### config.mk
export PLATFORM = sky130hd
export DESIGN_NAME = psram_access_arbiter
export DESIGN_NICKNAME = d
export VERILOG_FILES = /design/src/rtl/psram_access_arbiter.sv
export SDC_FILE = /design/constraint.sdc
export NUM_CORES = 1
export LEC_CHECK = 0
export CAP_MARGIN = 20
export CORE_AREA = 2 2 82 84
export DETAILED_ROUTE_END_ITERATION = 8
export DIE_AREA = 0 0 84 86
export PLACE_DENSITY = 0.74
export SLEW_MARGIN = 10
export SYNTH_ARGS = -nofsm -noshare
export SYNTH_HDL_FRONTEND = slang
export SYNTH_SLANG_ARGS = --single-unit
### constraint.sdc
create_clock -name clk -period 2.25 [get_ports clk]
set_clock_uncertainty 0.2 [all_clocks]
set_input_delay 0.3375 -clock clk [delete_from_list [all_inputs] [get_ports clk]]
set_output_delay 0.3375 -clock clk [all_outputs]
set_load 0.005 [all_outputs]
### src/rtl/psram_access_arbiter.sv
// psram_access_arbiter
// Decides which requester (display refill, write-back burst or MCU window)
// drives the shared QPI PSRAM command engine next, and enforces the CS-high
// gap between engine transactions.
// Optional build macro: ARB_WATCHDOG_EN adds an engine-completion watchdog
// and the sticky arb_err output.
module psram_access_arbiter #(
  parameter int FIFO_DEPTH  = 512,
  parameter int LOW_WM      = 64,
  parameter int REFILL_LEN  = 16,
  parameter int GAP_CYCLES  = 4,
  parameter int WDOG_CYCLES = 1023
) (
  input  logic        clk,
  input  logic        reset_n,
  input  logic        init_done,
  input  logic        disp_req,
  input  logic [23:0] disp_addr,
  input  logic [9:0]  disp_wrusedw,
  output logic        disp_ack,
  input  logic        wr_req,
  input  logic [23:0] wr_addr,
  input  logic [6:0]  wr_len,
  output logic        wr_ack,
  input  logic        mcu_req,
  output logic        mcu_ack,
  output logic        mcu_yield,
  output logic        eng_start,
  output logic [1:0]  eng_cmd,
  output logic [23:0] eng_addr,
  output logic [6:0]  eng_len,
  input  logic        eng_done,
  output logic [1:0]  grant_id
`ifdef ARB_WATCHDOG_EN
  ,
  output logic        arb_err
`endif
);

  // Requester indices used by the round-robin pointer
  localparam logic [1:0] REQ_DISP = 2'd0;
  localparam logic [1:0] REQ_WR   = 2'd1;
  localparam logic [1:0] REQ_MCU  = 2'd2;

  // Values presented on grant_id
  localparam logic [1:0] GID_NONE = 2'd0;
  localparam logic [1:0] GID_DISP = 2'd1;
  localparam logic [1:0] GID_WR   = 2'd2;
  localparam logic [1:0] GID_MCU  = 2'd3;

  // Engine command encodings
  localparam logic [1:0] CMD_READ  = 2'd0;
  localparam logic [1:0] CMD_WRITE = 2'd1;
  localparam logic [1:0] CMD_OPEN  = 2'd2;
  localparam logic [1:0] CMD_CLOSE = 2'd3;

  // A display refill moves REFILL_LEN 16-bit entries, i.e. twice as many bytes
  localparam logic [6:0]  DISP_LEN = 7'(2 * REFILL_LEN);
  localparam logic [10:0] DEPTH_11 = 11'(FIFO_DEPTH);
  localparam logic [10:0] LOW_WM_11 = 11'(LOW_WM);

  localparam int GAP_W = (GAP_CYCLES > 1) ? $clog2(GAP_CYCLES) : 1;
  localparam logic [GAP_W-1:0] GAP_LAST = GAP_W'(GAP_CYCLES - 1);

  typedef enum logic [2:0] {
    WAIT_INIT,
    IDLE,
    BUSY,
    OPENING,
    MCU_HOLD,
    CLOSING,
    GAP
  } state_t;

  state_t            state_reg, state_next;
  logic [1:0]        rr_ptr_reg, rr_ptr_next;
  logic              eng_start_reg, eng_start_next;
  logic [1:0]        eng_cmd_reg, eng_cmd_next;
  logic [23:0]       eng_addr_reg, eng_addr_next;
  logic [6:0]        eng_len_reg, eng_len_next;
  logic [1:0]        grant_reg, grant_next;
  logic [GAP_W-1:0]  gap_cnt_reg, gap_cnt_next;

  logic [10:0]       disp_free;
  logic              urgent;
  logic [2:0]        req_vec;
  logic [1:0]        rr_cand [3];
  logic              rr_found;
  logic [1:0]        rr_sel;
  logic              grant_take;
  logic [1:0]        grant_sel;

  // Free space in the display FIFO; 11-bit unsigned so FIFO_DEPTH itself fits
  assign disp_free = DEPTH_11 - {1'b0, disp_wrusedw};
  assign urgent    = disp_req && (disp_free >= LOW_WM_11);
  assign req_vec   = {mcu_req, wr_req, disp_req};

  // Candidate order for round-robin: rr_ptr first, then the two after it
  genvar gi;
  for (gi = 0; gi < 3; gi++) begin : g_rr_cand
    logic [2:0] rot_sum;
    assign rot_sum     = {1'b0, rr_ptr_reg} + 3'(gi);
    assign rr_cand[gi] = (rot_sum >= 3'd3) ? 2'(rot_sum - 3'd3) : rot_sum[1:0];
  end

  // Round-robin winner among the pending requesters, first hit in rotated order
  always_comb begin
    rr_found = 1'b0;
    rr_sel   = REQ_DISP;
    for (int k = 0; k < 3; k++) begin
      if (!rr_found && req_vec[rr_cand[k]]) begin
        rr_found = 1'b1;
        rr_sel   = rr_cand[k];
      end
    end
  end

`ifdef ARB_WATCHDOG_EN
  localparam int WDOG_W = $clog2(WDOG_CYCLES + 1);

  logic [WDOG_W-1:0] wdog_cnt_reg;
  logic              wdog_active;
  logic              wdog_expired;
  logic              arb_err_reg, arb_err_next;

  assign wdog_active  = (state_reg == BUSY) || (state_reg == OPENING) ||
                        (state_reg == CLOSING);
  assign wdog_expired = wdog_active && !eng_done &&
                        (wdog_cnt_reg == WDOG_W'(WDOG_CYCLES));

  // Cycles spent waiting on the engine; held at zero outside the wait states
  always_ff @(posedge clk) begin
    if (!reset_n) begin
      wdog_cnt_reg <= '0;
    end else if (!wdog_active) begin
      wdog_cnt_reg <= '0;
    end else if (wdog_cnt_reg != WDOG_W'(WDOG_CYCLES)) begin
      wdog_cnt_reg <= wdog_cnt_reg + 1'b1;
    end
  end

  assign arb_err = arb_err_reg;
`endif

  // Next-state and registered-output logic of the scheduling FSM
  always_comb begin
    state_next     = state_reg;
    rr_ptr_next    = rr_ptr_reg;
    eng_start_next = 1'b0;
    eng_cmd_next   = eng_cmd_reg;
    eng_addr_next  = eng_addr_reg;
    eng_len_next   = eng_len_reg;
    grant_next     = grant_reg;
    gap_cnt_next   = gap_cnt_reg;
    grant_take     = 1'b0;
    grant_sel      = REQ_DISP;
`ifdef ARB_WATCHDOG_EN
    arb_err_next   = arb_err_reg;
`endif

    case (state_reg)
      WAIT_INIT: begin
        if (init_done) begin
          state_next = IDLE;
        end
      end

      IDLE: begin
        // An urgent display jumps the queue without consuming a round-robin
        // turn, so whoever was next keeps that slot.
        if (urgent) begin
          grant_take = 1'b1;
          grant_sel  = REQ_DISP;
        end else if (rr_found) begin
          grant_take  = 1'b1;
          grant_sel   = rr_sel;
          rr_ptr_next = (rr_sel == REQ_MCU) ? REQ_DISP : rr_sel + 2'd1;
        end

        if (grant_take) begin
          eng_start_next = 1'b1;
          case (grant_sel)
            REQ_DISP: begin
              eng_cmd_next  = CMD_READ;
              eng_addr_next = disp_addr;
              eng_len_next  = DISP_LEN;
              grant_next    = GID_DISP;
              state_next    = BUSY;
            end
            REQ_WR: begin
              // A length of 0 already encodes 64 bytes for the engine
              eng_cmd_next  = CMD_WRITE;
              eng_addr_next = wr_addr;
              eng_len_next  = wr_len;
              grant_next    = GID_WR;
              state_next    = BUSY;
            end
            default: begin
              eng_cmd_next  = CMD_OPEN;
              eng_addr_next = '0;
              eng_len_next  = '0;
              grant_next    = GID_MCU;
              state_next    = OPENING;
            end
          endcase
        end
      end

      BUSY: begin
        if (eng_done) begin
          grant_next   = GID_NONE;
          gap_cnt_next = '0;
          state_next   = GAP;
        end
      end

      OPENING: begin
        if (eng_done) begin
          state_next = MCU_HOLD;
        end
      end

      MCU_HOLD: begin
        // The window stays open until the MCU lets go; yield is only a hint
        if (!mcu_req) begin
          eng_start_next = 1'b1;
          eng_cmd_next   = CMD_CLOSE;
          state_next     = CLOSING;
        end
      end

      CLOSING: begin
        if (eng_done) begin
          grant_next   = GID_NONE;
          gap_cnt_next = '0;
          state_next   = GAP;
        end
      end

      GAP: begin
        if (gap_cnt_reg == GAP_LAST) begin
          state_next = IDLE;
        end else begin
          gap_cnt_next = gap_cnt_reg + 1'b1;
        end
      end

      default: begin
        state_next = WAIT_INIT;
      end
    endcase

`ifdef ARB_WATCHDOG_EN
    // Engine never answered: abort the command and drop the requester
    if (wdog_expired) begin
      eng_start_next = 1'b1;
      eng_cmd_next   = CMD_CLOSE;
      grant_next     = GID_NONE;
      gap_cnt_next   = '0;
      arb_err_next   = 1'b1;
      state_next     = GAP;
    end
`endif
  end

  // State and registered outputs, synchronous active-low reset
  always_ff @(posedge clk) begin
    if (!reset_n) begin
      state_reg     <= WAIT_INIT;
      rr_ptr_reg    <= REQ_DISP;
      eng_start_reg <= 1'b0;
      eng_cmd_reg   <= CMD_READ;
      eng_addr_reg  <= '0;
      eng_len_reg   <= '0;
      grant_reg     <= GID_NONE;
      gap_cnt_reg   <= '0;
`ifdef ARB_WATCHDOG_EN
      arb_err_reg   <= 1'b0;
`endif
    end else begin
      state_reg     <= state_next;
      rr_ptr_reg    <= rr_ptr_next;
      eng_start_reg <= eng_start_next;
      eng_cmd_reg   <= eng_cmd_next;
      eng_addr_reg  <= eng_addr_next;
      eng_len_reg   <= eng_len_next;
      grant_reg     <= grant_next;
      gap_cnt_reg   <= gap_cnt_next;
`ifdef ARB_WATCHDOG_EN
      arb_err_reg   <= arb_err_next;
`endif
    end
  end

  assign eng_start = eng_start_reg;
  assign eng_cmd   = eng_cmd_reg;
  assign eng_addr  = eng_addr_reg;
  assign eng_len   = eng_len_reg;
  assign grant_id  = grant_reg;

  // Acks fire in the eng_done cycle; a reset in that cycle suppresses them
  assign disp_ack  = reset_n && eng_done && (state_reg == BUSY) && (grant_reg == GID_DISP);
  assign wr_ack    = reset_n && eng_done && (state_reg == BUSY) && (grant_reg == GID_WR);
  assign mcu_ack   = reset_n && (state_reg == MCU_HOLD);
  assign mcu_yield = reset_n && (state_reg == MCU_HOLD) && urgent;

endmodule

==> impl_results.md, run 1 <==
* Outcome: finished with violations
* Violated checks: negative setup slack
* Launch point of the worst reg-to-reg path: rr_ptr_reg[0]
* Post-Route WL at 9020 um
* Via count of the routed design at 2704
* Final critical-path share of the clock period at 1.05
* Area of the die at around 7200 um^2
* Share of post-route cells with drive strength above 1 at 0.289
* Chip width at roughly 84 um
* Worst Hold Endpoint: eng_len[0]
* Synthesized net count at 330
* Register-to-Register Path Depth at 9
* Place WS at -0.324 ns
* Register bit total from synthesis at 43
* Clock Path Buffers at 2
* Die boundary height at ~86 um
* Net switching component of the power at 1050 uW
* Worst supply voltage drop on vdd at 0.000459 V
* Share of total power in combinational logic at 0.503
* H-tree levels at 2
* Number of nets at the end of the flow at 479
* CTS Hold Bufs at 0
* Crit path time final at 2.35 ns
* Worst reg-to-reg setup slack at -0.10 ns
* LEAKAGE at ~0.0017 uW
* Sequential cell area fraction in the yosys report at 0.391
* Clock transition at path regs at 0.09 ns
* Endpoint class of the critical path: flip-flop
* Clock Sink Count at 43
* Required time at the endpoint of the critical path at about 2.2 ns
* Final worst setup slack at -0.104 ns
* Netlist area before placement at 2200 um^2
* Relative slew margins at 0.732
* Setup repair after global routing missed its margin: yes
* Port buffer count at 111
* Nature of the critical path startpoint: flip-flop
* Switching power as a share of total power at 0.342
* Overflow after GRT at 0
* Number of DRC violations after detailed-routing iteration 0 at around 140
* Filler cell count at about 430
* Largest net degree at the start of global routing at 33
* Total clock buffers created by CTS at 5
* Clock root buffer: clkbuf_8
* Remaining DRCs at 0
* Slew of the pin with the lowest slew margin at 0.398 ns
* Area used by sequential logic in the layout at ~870 um^2
* Maximum clock frequency at 425 MHz
* Leading cell types in the layout, fill and taps excluded: clkdlybuf4s50_1 (101), dfxtp_1 (39), nor2_1 (34), o21ai_0 (28), buf_4 (27)
* Largest fanout on the critical path at 8
* Wire length of the first global-routing pass at 11200 um
* Via-per-instance ratio at 5.61
* Number of antenna violations at the first check in global routing at 0
* Worst hold slack at 0.263 ns
* Area inside the core boundary at 6280 um^2
* Share of total power in the clock network at 0.183
* Synth-to-layout area growth at 102%
* Ys flop type: dfxtp_1
* RePlAce Congestion at 0.847
* Number of flops mapped to enable cells by yosys at 0
* Final non-filler cell total at 482
* Int Power at between 2000 and 2500 uW
* Hold Path Origin: eng_len[0]
* Mean instance size in the synthesized netlist at 8.63 um^2
* Total GRT Usage at 0.188
* Fin util at 0.709
* Async S/R FF share, synth at 0
* Type of the most critical hold path: flip-flop to flip-flop
* Final count of negative-setup-slack endpoints at 28
* Most frequent standard cell in the layout excluding fill and tap cells: clkdlybuf4s50_1
* Arrival time of the worst setup path at 2.34 ns
* Number of instances on the worst hold path at 2
* Post-synthesis instance total at 255
* Latest clock arrival within the worst-skew pair at 0.30 ns
* Sequential share of power at 0.315
* Num ports at 112
* Capture point of the worst reg-to-reg path: eng_addr[1]
* Cell Count Post-Placement at 456
* Crit path kind: flip-flop to flip-flop
* HPWL after detailed placement at 5030 um
* Vias in the first global route at 2494
* Antenna cells at 0
* Post-DRT Antenna Nets at 0
* Slew Viols, Final at 0
* Yosys warnings at 0
* First-pass DRT Iterations at 4
* Count of different cell masters after synthesis at 48
* Area of the multi-input gates at 1610 um^2
* Number of rows in the core area at 29
* Wire length per cell after detailed routing at about 19 um
* Endpoints failing hold at 0
* Number of flip-flops under the largest register name at 24
* # Max-Cap Violations at 0
* Starting density of the core at 0.351
* TritonCTS clock tree: built
* Power Density at 690 nW/um^2
## through the flow
step	power (uW)	cell area (um^2)	TNS [ns]
final	3070	4450	-1.44
after floorplan	1430	2200	0
after detailed placement	1990	3590	-11.08
after CTS	2610	3840	-0.0607
after global placement	1970	3590	-10.46
after global routing	3190	4450	-4.81
## final cells by class
type / count / area share
timing repair buffer: 161 / 0.393
clock buffer: 7 / 0.0216
multi-input combinational: 186 / 0.362
clock inverter: 1 / 0.00169
tap: 77 / 0.0216
sequential: 43 / 0.194
inverter: 7 / 0.00590
## what timing repair did
| item | 4_1_cts | 5_1_grt |
|---|---|---|
| cloned | 0 | 10 |
| buffers inserted | 2 | 6 |
| setup endpoints to repair | 33 | 43 |
| gates resized for setup | 36 | 55 |
| pin swaps | 15 | 34 |
## layer usage
metal  track usage  wire length, um  vias to the layer above
met1         0.222             3470                     1309
met4        0.0543              187                        0
li1              -                -                     1240
met2         0.327             4600                      136
met5             0                0                        -
met3        0.0626              764                       19
## synthesized netlist by cell type, types with 2 or more instances
cell type / n / area, um^2
o22ai_1: 2 / 12.5
nand2_1: 16 / 60.1
a221oi_2: 5 / 75.1
and2_1: 4 / 25.0
clkbuf_1: 5 / 18.8
nand2b_1: 3 / 18.8
nor2_1: 34 / 128
nor3b_1: 3 / 22.5
nand3_1: 12 / 60.1
ha_1: 3 / 37.5
a221oi_1: 20 / 175
nor2b_1: 4 / 25.0
o21a_1: 2 / 15.0
nor4_1: 2 / 12.5
buf_6: 3 / 33.8
a21oi_1: 13 / 65.1
o21ai_0: 31 / 155
o311a_1: 2 / 20.0
o31ai_1: 2 / 15.0
mux2i_1: 2 / 20.0
o211ai_1: 3 / 22.5
buf_2: 7 / 35.0
dfxtp_1: 43 / 861
buf_4: 3 / 22.5
o21ai_1: 3 / 15.0
inv_1: 6 / 22.5
## cell families (layout without fill, tap and decap cells)
family / Yosys count / after routing / share of synthesized area
xor+xnor: 1 / 1 / 0.00398
mux: 4 / 4 / 0.0261
buf+inv: 26 / 176 / 0.0637
compound gates: 92 / 92 / 0.310
flops: 43 / 43 / 0.391
fa+ha+maj: 3 / 3 / 0.0171
simple gates: 86 / 86 / 0.188
## power by group through the flow
stage	Sequential, uW	Clock, uW	Combinational, uW
5_1_grt	977	586	1630
2_1_floorplan	961	0	465
3_3_place_gp	961	0	1010
6_report	967	561	1540
4_1_cts	953	560	1100
3_5_place_dp	965	0	1020
## worst max-delay path, stage by stage (launching register included)
cell	delay, ns
dfxtp_2	0.34
inv_2	0.05
ha_4	0.29
and2b_1	0.17
o22ai_2	0.09
a221oi_2	0.30
nand3_4	0.21
clkbuf_16	0.24
a221oi_4	0.30
nor2_1	0.06
## how the worst max path moves through the flow
stage / from / to / slack [ns] / cells after the start
6_report: rr_ptr_reg[0] / eng_addr[1] / -0.10 / 9
5_1_grt: rr_ptr_reg[0] / eng_addr[1] / -0.19 / 9
4_1_cts: disp_wrusedw[3] / eng_addr[14] / -0.01 / 9
3_5_place_dp: disp_wrusedw[2] / eng_cmd[0] / -0.32 / 9
3_3_place_gp: disp_wrusedw[2] / eng_cmd[0] / -0.31 / 9
2_1_floorplan: rr_ptr_reg[0] / eng_addr[14] / 0.03 / 9
No activity file was read; power rests on OpenSTA's default activity.
==> run 2: changes to the inputs <==
--- a/config.mk
+++ b/config.mk
@@ -9,6 +9,7 @@
 export CORE_AREA = 2 2 82 84
 export DETAILED_ROUTE_END_ITERATION = 8
 export DIE_AREA = 0 0 84 86
+export HOLD_SLACK_MARGIN = 0.05
 export PLACE_DENSITY = 0.74
 export SLEW_MARGIN = 10
 export SYNTH_ARGS = -nofsm -noshare
==> results of run 2 <==
The final DEF is identical to that of run 1; final timing and power are the same.
